[config.mk]
export PLATFORM = sky130hd
export DESIGN_NAME = atm_session_arbiter
export DESIGN_NICKNAME = d
export VERILOG_FILES = /design/src/rtl/atm_session_arbiter.sv
export SDC_FILE = /design/constraint.sdc
export NUM_CORES = 1
export LEC_CHECK = 0
export BUFFER_PORTS_ARGS = -buffer_cell sky130_fd_sc_hd__buf_2
export CAP_MARGIN = 25
export CORE_AREA = 2 2 113 115
export DETAILED_ROUTE_END_ITERATION = 8
export DIE_AREA = 0 0 115 117
export GPL_ROUTABILITY_DRIVEN = 0
export PLACE_DENSITY = 0.88
export SLEW_MARGIN = 20
export SYNTH_ARGS = -nofsm -noshare
export SYNTH_HDL_FRONTEND = slang
export SYNTH_SLANG_ARGS = --single-unit
[constraint.sdc]
create_clock -name clk -period 1.85 [get_ports clk]
set_input_delay 0.37 -clock clk [delete_from_list [all_inputs] [get_ports clk]]
set_output_delay 0.37 -clock clk [all_outputs]
set_load 0.005 [all_outputs]
[src/rtl/atm_session_arbiter.sv]
// atm_session_arbiter: round-robin front end that shares one ATM core among
// N_TERM terminals. One session at a time: grant, hold the core inputs for
// CORE_CYCLES cycles, capture balance/success, then acknowledge the winner.
// Malformed requests (bad op or account) are answered immediately.
// Optional build macro ATM_ARB_LOCKOUT_EN adds per-account lockout after
// LOCK_THRESH consecutive failed sessions; without it no lock state exists.
module atm_session_arbiter #(
  parameter int N_TERM      = 2,
  parameter int CORE_CYCLES = 4,
  parameter int NUM_ACC     = 10,
  parameter int LOCK_THRESH = 3
) (
  input  logic                   clk,
  input  logic                   rst,
  input  logic [N_TERM-1:0]      req,
  input  logic [3*N_TERM-1:0]    req_op,
  input  logic [4*N_TERM-1:0]    req_acc,
  input  logic [16*N_TERM-1:0]   req_pin,
  input  logic [16*N_TERM-1:0]   req_newpin,
  input  logic [32*N_TERM-1:0]   req_amount,
  output logic [N_TERM-1:0]      ack,
  output logic                   rsp_valid,
  output logic [1:0]             rsp_status,
  output logic [31:0]            rsp_balance,
  output logic                   busy,
  output logic [2:0]             grant_id,
  output logic                   core_en,
  output logic [2:0]             core_op,
  output logic [3:0]             core_acc,
  output logic [15:0]            core_pin,
  output logic [15:0]            core_newpin,
  output logic [31:0]            core_amount,
  input  logic [31:0]            core_balance,
  input  logic                   core_success
);

  localparam int PTR_W = (N_TERM > 1) ? $clog2(N_TERM) : 1;
  localparam int RUN_W = (CORE_CYCLES > 1) ? $clog2(CORE_CYCLES) : 1;

  localparam logic [3:0]       MAX_ACC   = 4'(NUM_ACC);
  localparam logic [PTR_W-1:0] LAST_TERM = PTR_W'(N_TERM - 1);
  localparam logic [RUN_W-1:0] RUN_LAST  = RUN_W'(CORE_CYCLES - 1);

  // Session states
  localparam logic [1:0] ST_IDLE    = 2'd0;
  localparam logic [1:0] ST_RUN     = 2'd1;
  localparam logic [1:0] ST_CAPTURE = 2'd2;
  localparam logic [1:0] ST_RESPOND = 2'd3;

  // Response status codes
  localparam logic [1:0] RS_OK      = 2'd0;
  localparam logic [1:0] RS_FAIL    = 2'd1;
  localparam logic [1:0] RS_LOCKED  = 2'd2;
  localparam logic [1:0] RS_INVALID = 2'd3;

  logic [1:0]       state_reg;
  logic [1:0]       state_next;
  logic [RUN_W-1:0] run_cnt_reg;
  logic [PTR_W-1:0] ptr_reg;
  logic [PTR_W-1:0] grant_reg;

  // Per-terminal request fields, unpacked from the flat buses
  logic [2:0]  op_arr     [N_TERM];
  logic [3:0]  acc_arr    [N_TERM];
  logic [15:0] pin_arr    [N_TERM];
  logic [15:0] newpin_arr [N_TERM];
  logic [31:0] amount_arr [N_TERM];

  for (genvar gi = 0; gi < N_TERM; gi++) begin : g_unpack
    assign op_arr[gi]     = req_op[3*gi +: 3];
    assign acc_arr[gi]    = req_acc[4*gi +: 4];
    assign pin_arr[gi]    = req_pin[16*gi +: 16];
    assign newpin_arr[gi] = req_newpin[16*gi +: 16];
    assign amount_arr[gi] = req_amount[32*gi +: 32];
  end

  // Round-robin search
  logic             win_found;
  logic [PTR_W-1:0] win_idx;
  logic [PTR_W-1:0] cand;
  int               cand_int;

  // Pick the first asserted request scanning upward from the pointer
  always_comb begin
    win_found = 1'b0;
    win_idx   = '0;
    cand      = '0;
    cand_int  = 0;
    for (int i = 0; i < N_TERM; i++) begin
      // (ptr + i) mod N_TERM without a divider: the sum never reaches 2*N_TERM
      cand_int = int'(ptr_reg) + i;
      if (cand_int >= N_TERM) cand_int = cand_int - N_TERM;
      cand = PTR_W'(cand_int);
      if (!win_found && req[cand]) begin
        win_found = 1'b1;
        win_idx   = cand;
      end
    end
  end

  // Winner's fields and request classification
  logic [2:0]        sel_op;
  logic [3:0]        sel_acc;
  logic              op_ok;
  logic              acc_ok;
  logic              sel_locked;
  logic              sel_accept;
  logic [PTR_W-1:0]  ptr_next;
  logic [N_TERM-1:0] win_onehot;
  logic [N_TERM-1:0] grant_onehot;

  assign sel_op       = op_arr[win_idx];
  assign sel_acc      = acc_arr[win_idx];
  assign op_ok        = (sel_op >= 3'd3) && (sel_op <= 3'd6);
  assign acc_ok       = (sel_acc != 4'd0) && (sel_acc <= MAX_ACC);
  assign sel_accept   = op_ok && acc_ok && !sel_locked;
  assign ptr_next     = (win_idx == LAST_TERM) ? '0 : win_idx + 1'b1;
  assign win_onehot   = N_TERM'(1) << win_idx;
  assign grant_onehot = N_TERM'(1) << grant_reg;

`ifdef ATM_ARB_LOCKOUT_EN
  localparam int             LCW      = (LOCK_THRESH > 0) ? $clog2(LOCK_THRESH + 1) : 1;
  localparam logic [LCW-1:0] THRESH_V = LCW'(LOCK_THRESH);

  // Indexed directly by the 4-bit account number; entries above NUM_ACC stay idle
  logic [LCW-1:0] fail_cnt_reg [16];
  logic [15:0]    lock_reg;

  assign sel_locked = lock_reg[sel_acc];

  // Count consecutive failed sessions per account and latch the lock flag
  always_ff @(posedge clk) begin
    if (rst) begin
      for (int i = 0; i < 16; i++) fail_cnt_reg[i] <= '0;
      lock_reg <= '0;
    end else if (state_reg == ST_CAPTURE) begin
      if (core_success) begin
        fail_cnt_reg[core_acc] <= '0;
      end else if (fail_cnt_reg[core_acc] != THRESH_V) begin
        fail_cnt_reg[core_acc] <= fail_cnt_reg[core_acc] + 1'b1;
        if (fail_cnt_reg[core_acc] + 1'b1 == THRESH_V) lock_reg[core_acc] <= 1'b1;
      end
    end
  end
`else
  // Without lockout no account is ever locked; the threshold is simply not used
  logic unused_lock_cfg;
  assign unused_lock_cfg = (LOCK_THRESH != 0);
  assign sel_locked      = 1'b0;
`endif

  // Next-state selection for the session sequencer
  always_comb begin
    state_next = state_reg;
    case (state_reg)
      ST_IDLE:    if (win_found) state_next = sel_accept ? ST_RUN : ST_RESPOND;
      ST_RUN:     if (run_cnt_reg == RUN_LAST) state_next = ST_CAPTURE;
      ST_CAPTURE: state_next = ST_RESPOND;
      ST_RESPOND: state_next = ST_IDLE;
      default:    state_next = ST_IDLE;
    endcase
  end

  // State register and busy flag (busy mirrors "not IDLE" without a decode delay)
  always_ff @(posedge clk) begin
    if (rst) begin
      state_reg <= ST_IDLE;
      busy      <= 1'b0;
    end else begin
      state_reg <= state_next;
      busy      <= (state_next != ST_IDLE);
    end
  end

  // Cycle counter for the core hold window
  always_ff @(posedge clk) begin
    if (rst) begin
      run_cnt_reg <= '0;
    end else if (state_reg == ST_RUN && state_next == ST_RUN) begin
      run_cnt_reg <= run_cnt_reg + 1'b1;
    end else begin
      run_cnt_reg <= '0;
    end
  end

  // Round-robin pointer and grant bookkeeping; rejected grants also advance it
  always_ff @(posedge clk) begin
    if (rst) begin
      ptr_reg   <= '0;
      grant_reg <= '0;
      grant_id  <= 3'd0;
    end else if (state_reg == ST_IDLE && win_found) begin
      ptr_reg   <= ptr_next;
      grant_reg <= win_idx;
      grant_id  <= 3'(win_idx);
    end
  end

  // Core drive: latched at grant, held through RUN and CAPTURE, zeroed for RESPOND
  always_ff @(posedge clk) begin
    if (rst) begin
      core_en     <= 1'b0;
      core_op     <= 3'd0;
      core_acc    <= 4'd0;
      core_pin    <= 16'd0;
      core_newpin <= 16'd0;
      core_amount <= 32'd0;
    end else if (state_reg == ST_IDLE && win_found && sel_accept) begin
      core_en     <= 1'b1;
      core_op     <= sel_op;
      core_acc    <= sel_acc;
      core_pin    <= pin_arr[win_idx];
      core_newpin <= newpin_arr[win_idx];
      core_amount <= amount_arr[win_idx];
    end else if (state_reg == ST_CAPTURE) begin
      core_en     <= 1'b0;
      core_op     <= 3'd0;
      core_acc    <= 4'd0;
      core_pin    <= 16'd0;
      core_newpin <= 16'd0;
      core_amount <= 32'd0;
    end
  end

  // Response: one-cycle ack/valid strobe; status and balance hold until the next one
  always_ff @(posedge clk) begin
    if (rst) begin
      ack         <= '0;
      rsp_valid   <= 1'b0;
      rsp_status  <= RS_OK;
      rsp_balance <= 32'd0;
    end else begin
      ack       <= '0;
      rsp_valid <= 1'b0;
      if (state_reg == ST_IDLE && win_found && !sel_accept) begin
        ack         <= win_onehot;
        rsp_valid   <= 1'b1;
        rsp_status  <= (op_ok && acc_ok) ? RS_LOCKED : RS_INVALID;
        rsp_balance <= 32'd0;
      end else if (state_reg == ST_CAPTURE) begin
        ack         <= grant_onehot;
        rsp_valid   <= 1'b1;
        rsp_status  <= core_success ? RS_OK : RS_FAIL;
        rsp_balance <= core_balance;
      end
    end
  end

endmodule

==> results by group <==
Status
  • Result of the run: completed

Clock tree
  • Source-to-sink clock delay at the later pin of the worst-skew pair: 0.40 ns
  • TritonCTS buffer count: 17
  • Clock-pin transition on the worst setup and hold timing paths: around 0.050 ns
  • CTS root buffer: clkbuf_16
  • CTS H-tree depth: 4
  • CTS tree: built
  • Number of buffers inserted for hold repair after clock tree synthesis: 0
  • Maximum clock insertion buffer count: 2
  • CTS sink count: 116

Critical path
  • Worst reg2reg setup slack: 0.07 ns
  • Required time at the endpoint of the critical path: approximately 2.2 ns
  • Critical Path Sink: core_amount[30]$_SDFFE_PP0P_
  • Kind of end point of the critical path: flop
  • Reg2reg end: core_amount[30]$_SDFFE_PP0P_
  • Top fanout value on the critical path: 28
  • Data arrival at the endpoint of the critical path: 2.10 ns
  • Crit path kind: flop to flop
  • RR Startpoint: ptr_reg$_SDFFE_PP0P_
  • Number of cells on the worst reg-to-reg path: 7
  • Worst setup path start: ptr_reg$_SDFFE_PP0P_
  • Setup crit start kind: flop

Pwr
  • Leakage power total: 0.00371 µW
  • Max rail drop VDD: 532 µV
  • PD cells: between 1000 and 1500 nW/µm²

Yosys
  • Syn Area/Cell: 10.2 µm²
  • Number of synthesized register bits: 116
  • Post-synthesis cell type with the largest combined area: dfxtp_1
  • Area share of the largest cell type after synthesis: between 40% and 50%
  • Distinct cell type count of the synthesized netlist: 38
  • Synth area leaders: dfxtp_1, mux2i_1, o2bb2ai_1
  • Yosys warns: 0
  • Number of standard cells after synthesis: 458
  • Post-synthesis instance area: 4670 µm²
  • Fraction of the yosys area taken by sequential cells: between 40% and 50%

Finish
  • Area grow syn2layout: 58.0%
  • Commonest cells after routing, fill and taps aside: buf_2, dfxtp_1, nand2_1
  • Largest registers: core_amount: 32 flops, rsp_balance: 32 flops
  • Total non-filler cell area in the finished layout: 7370 µm²
  • # nets final: 948
  • Antenna diode count: 0
  • Share of final-layout standard cells stronger than drive strength 1: 49.9%
  • Most common cell after layout, fill and taps aside: buf_2

Route
  • Number of design rule violations left after detail routing: 0
  • Total via count after detailed routing: 4650
  • Number of DRC violations after detailed-routing iteration 0: 204
  • Vias per Instance: 4.99
  • Final Routed Wirelength: between 10000 and 15000 µm
  • Wire per inst: 16.1 µm
  • Number of antenna-violating nets in the routed design: 0
  • Length of the first detailed-routing pass in iterations: 4

STA
  • TNS Setup: 0 ns
  • Minimum clock period: 1.78 ns
  • Number of hold violations in the final report: 0
  • Highest achievable clock rate: roughly 560 MHz
  • Number of pins exceeding their max-slew limit in the final report: 0
  • Final setup fails: 0
  • Part of the cycle the worst path needs: approximately 96%
  • Setup clock skew after layout: 0.0120 ns
  • Unrepaired setup endpoints after global routing: false

Global route
  • Total routing usage reported by global routing: 19.3%
  • Antenna violations before repair: 0
  • Vias in the first global route: 4096
  • Overflow after GRT: 0
  • Wire length of the first global-routing pass: around 20000 µm
  • Maximum number of pins on one net before global-route repair: 57

Placed design
  • Final HPWL DP: around 11000 µm
  • Input/output buffers: between 200 and 300
  • Placement-stage cell area: 6410 µm²

Worst hold path
  • Hold/Removal Path Class: input pin to flop

Job
  • Max-cap violations: 0

Floorplan
  • Site Rows: 41
  • Number of primary I/O pins: a little under 300
  • Initial core utilization: 37.9%
  • Core Area: 12300 µm²
  • Die Wd: 115 µm
  • Vert. Die Dim: 117 µm
  • Die area: 13500 µm²
## per-stage QoR
step	utilization, %	hold slack (ns)	cells	setup slack, ns	total power (µW)
after floorplan	-	0.398	459	0.0342	3540
after global routing	59.9	0.186	931	0.00347	8090
final	59.9	0.199	931	0.0748	7760
after detailed placement	52.0	0.419	889	-0.347	4170
after CTS	57.2	0.188	921	0.00258	7680
after global placement	52.0	0.409	889	-0.292	4150
## synthesized netlist by cell type
cell type  count
nor2_1         4
clkbuf_1      22
inv_1          1
a221oi_1       2
a211oi_2       1
nand3_2        1
nor3_1         1
or3_1          1
a2111oi_2      1
clkinv_1       1
o21ai_0        3
a21o_1         1
mux2i_1       70
o211a_2        1
o2bb2ai_1     66
and2_1         1
nand2b_1       4
nand2_1       73
dfxtp_1      116
buf_4         11
nor2b_1        3
nand3b_1       3
a21oi_1       40
nor4_2         1
o31ai_1        5
nor2b_4        1
buf_2          5
a21bo_2        1
buf_1          1
a31oi_1        2
o21ai_1        2
nor4_1         1
o2111ai_1      5
ha_1           1
a21bo_1        1
o21a_1         2
o211ai_1       2
conb_1         1
## logic make-up (layout without fill, tap and decap cells)
logic type	after synthesis	count (layout)	share of synthesized area, %
multiplexers	70	70	15.0
other	1	2	0.0804
buffers and inverters	41	362	4.32
AO/OA/AOI/OAI	135	135	21.6
AND/OR/NAND/NOR	94	95	8.90
adder cells (fa/ha/maj)	1	1	0.268
flip-flops	116	116	49.8
## worst min-delay path by stage
stage,to,cells after the start,start
2_1_floorplan,run_cnt_reg[0]$_SDFF_PP0_,1,run_cnt_reg[0]$_SDFF_PP0_
3_3_place_gp,run_cnt_reg[0]$_SDFF_PP0_,1,run_cnt_reg[0]$_SDFF_PP0_
3_5_place_dp,run_cnt_reg[0]$_SDFF_PP0_,1,run_cnt_reg[0]$_SDFF_PP0_
4_1_cts,rsp_balance[16]$_SDFFE_PP0P_,3,core_balance[16]
5_1_grt,rsp_balance[1]$_SDFFE_PP0P_,3,core_balance[1]
6_report,rsp_balance[14]$_SDFFE_PP0P_,3,core_balance[14]
## worst max-delay path: stages (launching register included)
cell	delay, ns
dfxtp_2	0.36
nor2b_4	0.06
or3_1	0.39
o211a_2	0.16
a211oi_4	0.19
buf_4	0.18
clkbuf_16	0.22
o2bb2ai_1	0.13
## layer usage
metal / GRT usage [%] / wire length (µm) / vias up
li1: - / - / 2298
met3: 5.41 / 788 / 8
met5: 0 / 0 / -
met1: 23.2 / 6220 / 2165
met2: 33.0 / 7830 / 179
met4: 7.15 / 150 / 0
## timing repair
action,CTS,global route
gates resized for setup,0,26
setup buffers,0,1
setup endpoints to repair,0,67
## layout make-up
cell class                      count  area, µm²
Clock buffer                       20        457
Sequential cell                   116       2320
Tap cell                          150        188
Clock inverter                     12        179
Multi-Input combinational cell    303       2310
Timing Repair Buffer              328       1900
Inverter                            2       7.51
Fill cell                        1052       4940
## power breakdown
| group | leakage (µW) | switching, µW | internal, µW |
|---|---|---|---|
| sequential | 0.000943 | 109 | 2700 |
| combinational | 0.00247 | 757 | 704 |
| clock | 0.000302 | 1160 | 2330 |
| total | 0.00371 | 2030 | 5730 |
Power figures use the tool's default switching activity.
